[config.mk]
export PLATFORM = sky130hd
export DESIGN_NAME = alu_seq
export DESIGN_NICKNAME = d
export VERILOG_FILES = /design/src/rtl/alu_seq.sv
export SDC_FILE = /design/constraint.sdc
export NUM_CORES = 1
export LEC_CHECK = 0
export BUFFER_PORTS_ARGS = -buffer_cell sky130_fd_sc_hd__buf_2
export CAP_MARGIN = 40
export CELL_PAD_IN_SITES_DETAIL_PLACEMENT = 1
export CELL_PAD_IN_SITES_GLOBAL_PLACEMENT = 2
export CORE_ASPECT_RATIO = 0.6
export CORE_MARGIN = 1.5
export CORE_UTILIZATION = 38
export DETAILED_ROUTE_END_ITERATION = 8
export MAX_ROUTING_LAYER = met4
export PLACE_DENSITY_LB_ADDON = 0.1
export SLEW_MARGIN = 5
export SYNTH_ARGS = -nofsm -noshare
export SYNTH_HDL_FRONTEND = slang
export SYNTH_SLANG_ARGS = --single-unit
[constraint.sdc]
create_clock -name clk -period 7.2 [get_ports clk]
set_input_delay 0.72 -clock clk [delete_from_list [all_inputs] [get_ports clk]]
set_output_delay 0.72 -clock clk [all_outputs]
set_load 0.05 [all_outputs]
[src/rtl/alu_seq.sv]
// alu_seq: execute-stage ALU with valid/ready handshakes on both sides.
// It runs MSP430-style double-operand ops and a shift-add MUL in word or byte mode.
// It also keeps a persistent {N,Z,C,V} status register, so carry chains work across ops.
//
// Ports:
//   clk, rst_n            rising-edge clock, asynchronous active-low reset
//   in_valid / in_ready   operation handshake (in_ready is combinational from out_ready)
//   op, op_byte           opcode (0..11 legal, 12..15 illegal) and byte-mode select
//   A, B                  operands (A = src, B = dst)
//   out_valid / out_ready result handshake, one-deep output register
//   result                registered result, bits above the active width forced to 0
//   wb_en                 result should be written back (0 for CMP, BIT and illegal ops)
//   illegal               op behind the held result was 12..15
//   flags                 status register {N,Z,C,V}
//
// WIDTH must be a multiple of 8 and at least 16.
module alu_seq #(
  parameter int WIDTH = 16
) (
  input  logic             clk,
  input  logic             rst_n,
  input  logic             in_valid,
  output logic             in_ready,
  input  logic [3:0]       op,
  input  logic             op_byte,
  input  logic [WIDTH-1:0] A,
  input  logic [WIDTH-1:0] B,
  output logic             out_valid,
  input  logic             out_ready,
  output logic [WIDTH-1:0] result,
  output logic             wb_en,
  output logic             illegal,
  output logic [3:0]       flags
);

  localparam logic [3:0] OP_ADD  = 4'd0;
  localparam logic [3:0] OP_ADDC = 4'd1;
  localparam logic [3:0] OP_SUB  = 4'd2;
  localparam logic [3:0] OP_SUBC = 4'd3;
  localparam logic [3:0] OP_CMP  = 4'd4;
  localparam logic [3:0] OP_DADD = 4'd5;
  localparam logic [3:0] OP_BIT  = 4'd6;
  localparam logic [3:0] OP_BIC  = 4'd7;
  localparam logic [3:0] OP_BIS  = 4'd8;
  localparam logic [3:0] OP_XOR  = 4'd9;
  localparam logic [3:0] OP_AND  = 4'd10;
  localparam logic [3:0] OP_MUL  = 4'd11;

  localparam int CW = $clog2(WIDTH + 1);

  typedef enum logic {IDLE, MUL_BUSY} state_t;

  state_t             state;
  logic [CW-1:0]      mul_cnt;
  logic [2*WIDTH-1:0] mul_acc;
  logic [2*WIDTH-1:0] mul_mcand;
  logic [WIDTH-1:0]   mul_mplier;
  logic               mul_byte;

  logic [WIDTH-1:0] mask, am, bm, nam;
  logic [WIDTH-1:0] arith_a;
  logic             arith_cin;
  logic [WIDTH:0]   sum;
  logic [WIDTH-1:0] dsum;
  logic [5:0]       nib;
  logic             dc, dc_byte;
  logic [WIDTH-1:0] alu_res;
  logic [3:0]       alu_flags;
  logic             alu_wb, alu_ill;
  logic [WIDTH-1:0] mul_mask, mul_lo;
  logic             mul_hi_nz;

  // Sign bit of a value for the active width.
  function automatic logic sign_of(input logic [WIDTH-1:0] x, input logic b8);
    return b8 ? x[7] : x[WIDTH-1];
  endfunction

  // {N,Z} of an already-masked result.
  function automatic logic [1:0] nz_of(input logic [WIDTH-1:0] r, input logic b8);
    return {sign_of(r, b8), (r == '0)};
  endfunction

  assign in_ready = (state == IDLE) && (!out_valid || out_ready);

  // Operands are masked to the active width first.
  // With the upper bits at zero, bit w of any sum is exactly the carry out of bit w-1.
  assign mask = op_byte ? {{(WIDTH-8){1'b0}}, 8'hFF} : {WIDTH{1'b1}};
  assign am   = A & mask;
  assign bm   = B & mask;
  assign nam  = ~A & mask;

  // Shared adder for ADD/ADDC/SUB/SUBC/CMP: B + (A or ~A) + carry-in.
  always_comb begin
    arith_a   = am;
    arith_cin = 1'b0;
    case (op)
      OP_ADDC:        arith_cin = flags[1];
      OP_SUB, OP_CMP: begin arith_a = nam; arith_cin = 1'b1;     end
      OP_SUBC:        begin arith_a = nam; arith_cin = flags[1]; end
      default:        ;
    endcase
    sum = {1'b0, bm} + {1'b0, arith_a} + {{WIDTH{1'b0}}, arith_cin};
  end

  // Nibble-serial BCD adder.
  // The decimal carry out of nibble 1 is the byte-mode carry.
  always_comb begin
    dc      = flags[1];
    dc_byte = 1'b0;
    dsum    = '0;
    nib     = '0;
    for (int i = 0; i < WIDTH/4; i++) begin
      nib = {2'b00, am[i*4 +: 4]} + {2'b00, bm[i*4 +: 4]} + {5'b0, dc};
      if (nib > 6'd9) begin
        nib = nib + 6'd6;
        dc  = 1'b1;
      end else begin
        dc  = 1'b0;
      end
      dsum[i*4 +: 4] = nib[3:0];
      if (i == 1) dc_byte = dc;
    end
  end

  // Single-cycle result and next flags.
  // BIC/BIS and illegal ops leave the flags untouched.
  always_comb begin
    alu_res   = '0;
    alu_flags = flags;
    alu_wb    = 1'b1;
    alu_ill   = 1'b0;
    case (op)
      OP_ADD, OP_ADDC, OP_SUB, OP_SUBC, OP_CMP: begin
        alu_res   = sum[WIDTH-1:0] & mask;
        alu_flags = {nz_of(alu_res, op_byte),
                     op_byte ? sum[8] : sum[WIDTH],
                     (sign_of(bm, op_byte) == sign_of(arith_a, op_byte)) &&
                     (sign_of(alu_res, op_byte) != sign_of(bm, op_byte))};
        alu_wb    = (op != OP_CMP);
      end
      OP_DADD: begin
        alu_res   = dsum & mask;
        alu_flags = {nz_of(alu_res, op_byte), op_byte ? dc_byte : dc, 1'b0};
      end
      OP_BIT, OP_AND: begin
        alu_res   = am & bm;
        alu_flags = {nz_of(alu_res, op_byte), (alu_res != '0), 1'b0};
        alu_wb    = (op != OP_BIT);
      end
      OP_XOR: begin
        alu_res   = am ^ bm;
        alu_flags = {nz_of(alu_res, op_byte), (alu_res != '0),
                     sign_of(am, op_byte) & sign_of(bm, op_byte)};
      end
      OP_BIC: alu_res = nam & bm;
      OP_BIS: alu_res = am | bm;
      OP_MUL: alu_res = '0;
      default: begin
        alu_wb  = 1'b0;
        alu_ill = 1'b1;
      end
    endcase
  end

  // MUL finish values.
  // The carry flag reports a nonzero upper half of the 2w-bit product.
  assign mul_mask  = mul_byte ? {{(WIDTH-8){1'b0}}, 8'hFF} : {WIDTH{1'b1}};
  assign mul_lo    = mul_acc[WIDTH-1:0] & mul_mask;
  assign mul_hi_nz = mul_byte ? (|mul_acc[15:8]) : (|mul_acc[2*WIDTH-1:WIDTH]);

  // Control FSM plus the output register.
  // MUL can only be accepted when the output register is free or being consumed.
  // So out_valid is always low for the whole of MUL_BUSY.
  always_ff @(posedge clk or negedge rst_n) begin
    if (!rst_n) begin
      state      <= IDLE;
      mul_cnt    <= '0;
      mul_acc    <= '0;
      mul_mcand  <= '0;
      mul_mplier <= '0;
      mul_byte   <= 1'b0;
      result     <= '0;
      flags      <= 4'b0000;
      out_valid  <= 1'b0;
      wb_en      <= 1'b0;
      illegal    <= 1'b0;
    end else begin
      case (state)
        IDLE: begin
          if (in_valid && in_ready) begin
            if (op == OP_MUL) begin
              state      <= MUL_BUSY;
              mul_cnt    <= op_byte ? CW'(8) : CW'(WIDTH);
              mul_acc    <= '0;
              mul_mcand  <= {{WIDTH{1'b0}}, am};
              mul_mplier <= bm;
              mul_byte   <= op_byte;
              out_valid  <= 1'b0;
            end else begin
              result    <= alu_res;
              flags     <= alu_flags;
              wb_en     <= alu_wb;
              illegal   <= alu_ill;
              out_valid <= 1'b1;
            end
          end else if (out_ready) begin
            out_valid <= 1'b0;
          end
        end
        MUL_BUSY: begin
          if (mul_cnt == '0) begin
            result    <= mul_lo;
            flags     <= {nz_of(mul_lo, mul_byte), mul_hi_nz, 1'b0};
            wb_en     <= 1'b1;
            illegal   <= 1'b0;
            out_valid <= 1'b1;
            state     <= IDLE;
          end else begin
            if (mul_mplier[0]) mul_acc <= mul_acc + mul_mcand;
            mul_mcand  <= mul_mcand << 1;
            mul_mplier <= mul_mplier >> 1;
            mul_cnt    <= mul_cnt - CW'(1);
          end
        end
        default: state <= IDLE;
      endcase
    end
  end

endmodule
# Word level (Yosys, flattened, before mapping)
# Index checks and enable logic that the tools add are counted.
[word_totals]
regBits = 110
output_inout_bits = 24
word_cells = 165
[op_classes]
addsub = 16
order_cmp = 4
eq_ne = 23
mux = 69
bitwise = 13
n_reduce_logical = 29
[ops]
columns = ["operator", "n"]
rows = [
  ["32-bit two-way mux", 7],
  ["16-bit two-way mux", 9],
  ["16-bit bitwise AND", 8],
  ["32-bit one-hot mux with 2 select lines", 2],
  ["16-bit one-hot mux with 6 select lines", 1],
  ["16-bit logical NOT", 5],
  ["16-bit one-hot mux with 2 select lines", 2],
  ["32-bit adder", 1],
  ["16-bit nonzero test", 2],
  ["1-bit two-way mux", 28],
  ["4-bit two-way mux", 7],
  ["5-bit by 1-bit adder with 6-bit output", 4],
  ["6-bit by 4-bit greater-than comparator with 1-bit output (second input constant)", 4],
  ["4-bit by 4-bit adder with 5-bit output", 4],
  ["5-bit two-way mux", 4],
  ["16-bit by 16-bit adder with 17-bit output", 1],
  ["17-bit by 1-bit adder with 17-bit output", 1],
  ["4-bit by 3-bit adder with 4-bit output (second input constant)", 4],
  ["4-bit by 3-bit == test with 1-bit output (second input constant)", 4],
  ["4-bit == test (second input constant)", 4],
  ["16-bit NOT", 1],
  ["16-bit OR", 1],
  ["4-bit one-hot mux with 4 select lines", 1],
  ["16-bit OR reduction", 1],
  ["other kinds (31)", 48],
]

# Depth between registers and ports, before layout
[depth]
ltp_word = 21
depth_mapped = 32
depth_no_buf = 32

# Worst setup path before layout
# Ideal clock, no wire load.
[synth_timing]
kind = "input to register"
from = "input A[0]"
to = "register result[14]"
setup_ns = 0.066
arrival_time_ns = 6.554
required_ns = 7.134
slack_ns = 0.580
stages = 27
cell_sequence = "fa_1 -> inv_1 -> fa_1 -> xor2_1 -> nand2_1 -> a21oi_1 -> inv_1 -> fa_1 -> inv_1 -> fa_1 -> nand2_1 -> a21oi_1 -> fa_1 -> fa_1 -> xor2_1 -> nand2_1 -> a31oi_4 -> fa_1 -> fa_1 -> xor2_1 -> nand2_1 -> a31oi_2 -> mux2_2 -> o21ai_0 -> a221oi_1 -> o21ai_0 -> o21a_1"
[synth_via]
elab_chain_cells = 19
word_cells_on_any_way = 26
classes_between = "add/sub: 8; order compare: 4; mux: 9; bitwise: 5"
[synth_lines]
columns = ["item", "line_no", "text"]
rows = [
  ["start: declaration", "26", "input logic [WIDTH-1:0] A,"],
  ["16-bit bitwise AND", "88", "assign am = A & mask;"],
  ["4-bit by 4-bit adder with 5-bit output", "113", "nib = {2'b00, am[i*4 +: 4]} + {2'b00, bm[i*4 +: 4]} + {5'b0, dc};"],
  ["5-bit by 1-bit adder with 6-bit output", "113", ""],
  ["6-bit by 4-bit greater-than comparator with 1-bit output", "114", "if (nib > 6'd9) begin"],
  ["1-bit two-way mux", "114", ""],
  ["5-bit by 1-bit adder with 6-bit output", "113", ""],
  ["6-bit by 4-bit greater-than comparator with 1-bit output", "114", ""],
  ["1-bit two-way mux", "114", ""],
  ["[... 3 more ...]", "n/a", ""],
  ["5-bit by 1-bit adder with 6-bit output", "113", ""],
  ["6-bit by 4-bit greater-than comparator with 1-bit output / 4-bit by 3-bit adder with 4-bit output (equally long branches)", "114, 115", ""],
  ["4-bit two-way mux", "114", ""],
  ["16-bit bitwise AND", "142", "alu_res = dsum & mask;"],
  ["16-bit one-hot mux with 6 select lines (*)", "132", "case (op)"],
  ["16-bit two-way mux (*)", "191", "if (op == OP_MUL) begin"],
  ["16-bit two-way mux (*)", "190", "if (in_valid && in_ready) begin"],
  ["16-bit one-hot mux with 2 select lines (*)", "188", "case (state)"],
  ["end signal: assignment", "200", "result <= alu_res;"],
  ["end signal: assignment", "212", "result <= mul_lo;"],
  ["end: declaration", "30", "output logic [WIDTH-1:0] result,"],
]
# Every way passes the cells marked *; elsewhere a longest branch is shown, timed or not. The select of a mux whose other input is x is not followed.
# A chain may end at the register's enable or synchronous reset.

# Worst setup path after layout
[layout_timing]
from = "input A[0]"
to = "register flags[2]"
[layout_via]
elab_chain_cells = 20
word_cells_on_any_way = 38
classes_between = "add/sub: 11; order compare: 4; mux: 12; bitwise: 7; reduce/logical: 4"
[layout_lines]
columns = ["item", "line_no", "text"]
rows = [
  ["16-bit bitwise AND", "88", ""],
  ["4-bit by 4-bit adder with 5-bit output", "113", ""],
  ["5-bit by 1-bit adder with 6-bit output", "113", ""],
  ["6-bit by 4-bit greater-than comparator with 1-bit output", "114", ""],
  ["1-bit two-way mux", "114", ""],
  ["5-bit by 1-bit adder with 6-bit output", "113", ""],
  ["6-bit by 4-bit greater-than comparator with 1-bit output", "114", ""],
  ["1-bit two-way mux", "114", ""],
  ["[... 4 more ...]", "n/a", ""],
  ["6-bit by 4-bit greater-than comparator with 1-bit output / 4-bit by 3-bit adder with 4-bit output (equally long branches)", "114, 115", ""],
  ["4-bit two-way mux", "114", ""],
  ["16-bit bitwise AND", "142", ""],
  ["16-bit logical NOT", "80", "return {sign_of(r, b8), (r == '0)};"],
  ["4-bit one-hot mux with 4 select lines (*)", "132", ""],
  ["4-bit two-way mux (*)", "191", ""],
  ["4-bit two-way mux (*)", "190", ""],
  ["4-bit one-hot mux with 2 select lines (*)", "188", ""],
  ["end signal: assignment", "201", "flags <= alu_flags;"],
  ["end signal: assignment", "213", "flags <= {nz_of(mul_lo, mul_byte), mul_hi_nz, 1'b0};"],
  ["end: declaration", "33", "output logic [3:0] flags"],
]
# Marks and branches as above.

==> metrics.md <==
| Metric | Value |
|---|---|
| Max Slew Vio Count | `0` |
| Peak VDD IR | `215.6 µV` |
| Number of global-route vias before repair | `8960` |
| Syn nets | `1330` |
| Sink Count | `110` |
| CP bufs+invs | `3` |
| Mapped cell area | `roughly 9600 µm²` |
| CP most frequent cell | `fa_1` |
| Initial antenna violation count | `0` |
| Worst Hold Class | `in2async` |
| Fin Hold WS | `0.3820 ns` |
| Worst-path clk slew | `approximately 0.080 ns` |
| CTS Root Cell | `clkbuf_16` |
| CP max FO | `4` |
| Grt total ovfl | `0` |
| Synth area leaders | `dfrtp_1, ha_1, nand2_1, o21ai_0, a21oi_1` |
| Drt pass-1 iters | `5` |
| Initial Util | `about two fifths` |
| Post-synth EDFFs | `0` |
| Cts bufs inserted | `9` |
| Worst setup EP type | `flop` |
| Synth cell types | `84` |
| Max_slew headroom | `approximately 40%` |
| CP max stage cell | `fa_1` |
| Vias per cell | `roughly 5.8` |
| Total Routed Length | `roughly 36000 µm` |
| Final Setup Violations | `0` |
| CTS tree | `done` |
| CP delay by family, top | `adder cells` |
| Pwr dens | `about 390 nW/µm²` |
| Core Box Area | `24500 µm²` |
| Mapped Avg Cell Area | `slightly above 8 µm²` |
| Clk Latency, worst-skew pair | `0.38 ns` |
| Fillers | `between 2000 and 3000` |
| Sequential area share after synthesis | `28.66%` |
| Max incr delay on CP | `~0.45 ns` |
| Post-synth top flop | `dfrtp_1` |
| Design area | `between 10000 and 15000 µm²` |
| Critical setup path kind | `in2reg` |
| First-pass GRT wire length | `roughly 56000 µm` |
| Dpl cell area | `around 10000 µm²` |
| Worst Path Required | `roughly 7.5 ns` |
| Status | `complete, no violations` |
| Die Wd | `about 210 µm` |
| CTS max path bufs | `2` |
| Fraction of registers with async set/reset | `100.0%` |
| Iteration-0 DRC Markers | `772` |
| Share of layout cells above drive strength 1 | `between 10 and 15%` |
| GR Util All Layers | `slightly below 30%` |
| Leak Pwr | `4.966 nW` |
| Synthesis warning total | `0` |
| Final hold viol count | `0` |
| Cells after Synth | `between 1000 and 1500` |
| Largest net degree at the start of global routing | `65` |
| Largest area contributor in the netlist | `dfrtp_1` |
| CTS HTree Levels | `3` |
| # DRC | `0` |
| Final period utilization | `a little over nine tenths` |
| Synth top area share | `between 20 and 30%` |
| Number of synthesized register bits | `110` |
| Final nets | `between 1000 and 1500` |
| Site Rows | `44` |
| Area delta synth->final | `11.49%` |
| Maxcap violations | `0` |
| Die area | `~26000 µm²` |
| Setup Buffers After CTS | `0` |
| Layout Skew | `between 0.015 and 0.02 ns` |
| DP HPWL | `approximately 28000 µm` |
| Max Clock Freq | `between 100 and 150 MHz` |
| Worst-margin pin slew | `around 0.9 ns` |
| Routed len/inst | `22.75 µm` |
| Final Critical Period | `slightly below 7 ns` |
| Number of nets still failing antenna checks after routing | `0` |
| Total number of vias | `just over 9000` |
| Port Buffers | `between 60 and 70` |
| Chip height | `around 130 µm` |
| IO Count | `65` |
| Worst path arrival time | `7.03 ns` |
| Nature of the critical path startpoint | `input pin` |
| Final RePlAce weighted congestion | `about 0.93` |
## state kept, by name (all words and copies together), names as in the netlist, 4 cells and up
signal and count:
mul_acc 32, mul_cnt 5, mul_mcand 32, result 16, mul_mplier 16, flags 4
## layer usage
metal	up-vias	routed length, µm	global-route usage, %
met5	-	0	-
met4	0	218	3.564
met3	13	2162	6.359
met2	214	13140	35.79
met1	4526	20060	46.81
li1	4363	-	-
## cells in the mapped netlist (all sizes together) (14+ instances only)
master / number
inv: 62
xnor2: 38
nor4: 17
mux2i: 23
dfrtp: 110
o21ai: 127
nand2b: 18
nand2: 188
a21oi: 93
clkbuf: 39
a221oi: 15
nand3: 23
xor2: 29
nor2: 86
nor2b: 14
a31oi: 15
a21o: 15
ha: 91
## final timing paths
check | start | depth (start not counted) | slack, ns | to
max | A[0] | 30 | 0.46 | flags[2]
min | rst_n | 1 | 0.38 | mul_mplier[11]
max reg2reg | flags[1] | 28 | 0.51 | flags[2]
min reg2reg | illegal | 2 | 0.48 | illegal
max in group asynchronous | rst_n | 3 | 5.62 | mul_mcand[21]
min in group clk | illegal | 2 | 0.48 | illegal
## final cells by class
cell class	instances	area [µm²]	area share (%)
Clock inverter	4	48.80	0.4557
Timing Repair Buffer	88	548.0	5.117
Tap cell	322	402.9	3.762
Antenna cell	1	2.502	0.02337
Multi-Input combinational cell	967	6491	60.61
Inverter	62	232.7	2.173
Sequential cell	110	2754	25.72
Clock buffer	10	229.0	2.138
## cells in the final DEF (no fill, tap or decap), types with 10 or more instances in the layout
master	Yosys	layout
nand2b_1	18	18
nand4_1	12	12
a22oi_1	11	11
a221oi_1	14	13
a21o_1	15	15
nor3_1	13	13
o31ai_1	11	11
nor2_1	85	82
xnor2_1	38	38
fa_1	11	10
a21oi_1	92	91
xor2_1	29	27
nor4_1	17	17
buf_4	1	20
ha_1	91	90
dfrtp_1	110	109
buf_2	3	63
nand3_1	23	23
a31oi_1	13	12
nor2b_1	14	13
mux2i_1	23	23
nand2_1	188	188
o21ai_0	122	121
inv_1	61	61
## report_power, final
part	total [mW]	leakage [nW]	switching, mW	internal (mW)
Combinational	2.50	3.43	1.64	0.855
Clock	0.526	0.139	0.259	0.267
Sequential	1.17	1.40	0.273	0.901
## stage by stage
step	worst slack, ns	TNS [ns]	util, %	power, mW	std cells
2_1_floorplan	0.5801	0	-	2.849	1187
3_3_place_gp	0.1024	0	42.10	3.575	1544
3_5_place_dp	0.01444	0	42.42	3.649	1548
4_1_cts	0.4110	0	43.55	4.194	1562
5_1_grt	-0.01254	-0.01254	43.70	4.551	1563
6_report	0.4584	0	43.71	4.199	1564
## timing repair
item | in CTS | in global routing
resized for setup | 0 | 7
hold buffers | 0 | 0
setup endpoints to repair | 0 | 5
## logic make-up (layout without fill, tap and decap cells)
family / after synthesis / in the layout / share of synthesized area (%)
buffers and inverters: 110 / 164 / 4.390
AO/OA/AOI/OAI: 362 / 362 / 24.18
adder cells (fa/ha/maj): 102 / 102 / 14.15
multiplexers: 26 / 26 / 2.787
flip-flops: 110 / 110 / 28.66
other: 0 / 1 / 0
AND/OR/NAND/NOR: 410 / 410 / 19.73
XOR/XNOR: 67 / 67 / 6.109
## worst reg2reg max path: cells and delay by family (launching register included)
kind            cells  cell delay, ns
simple gates        4            0.58
compound gates     11            1.76
fa+ha+maj           8            3.09
xor+xnor            3            0.62
buf+inv             2            0.12
flops               1            0.45
Power figures use the tool's default switching activity.
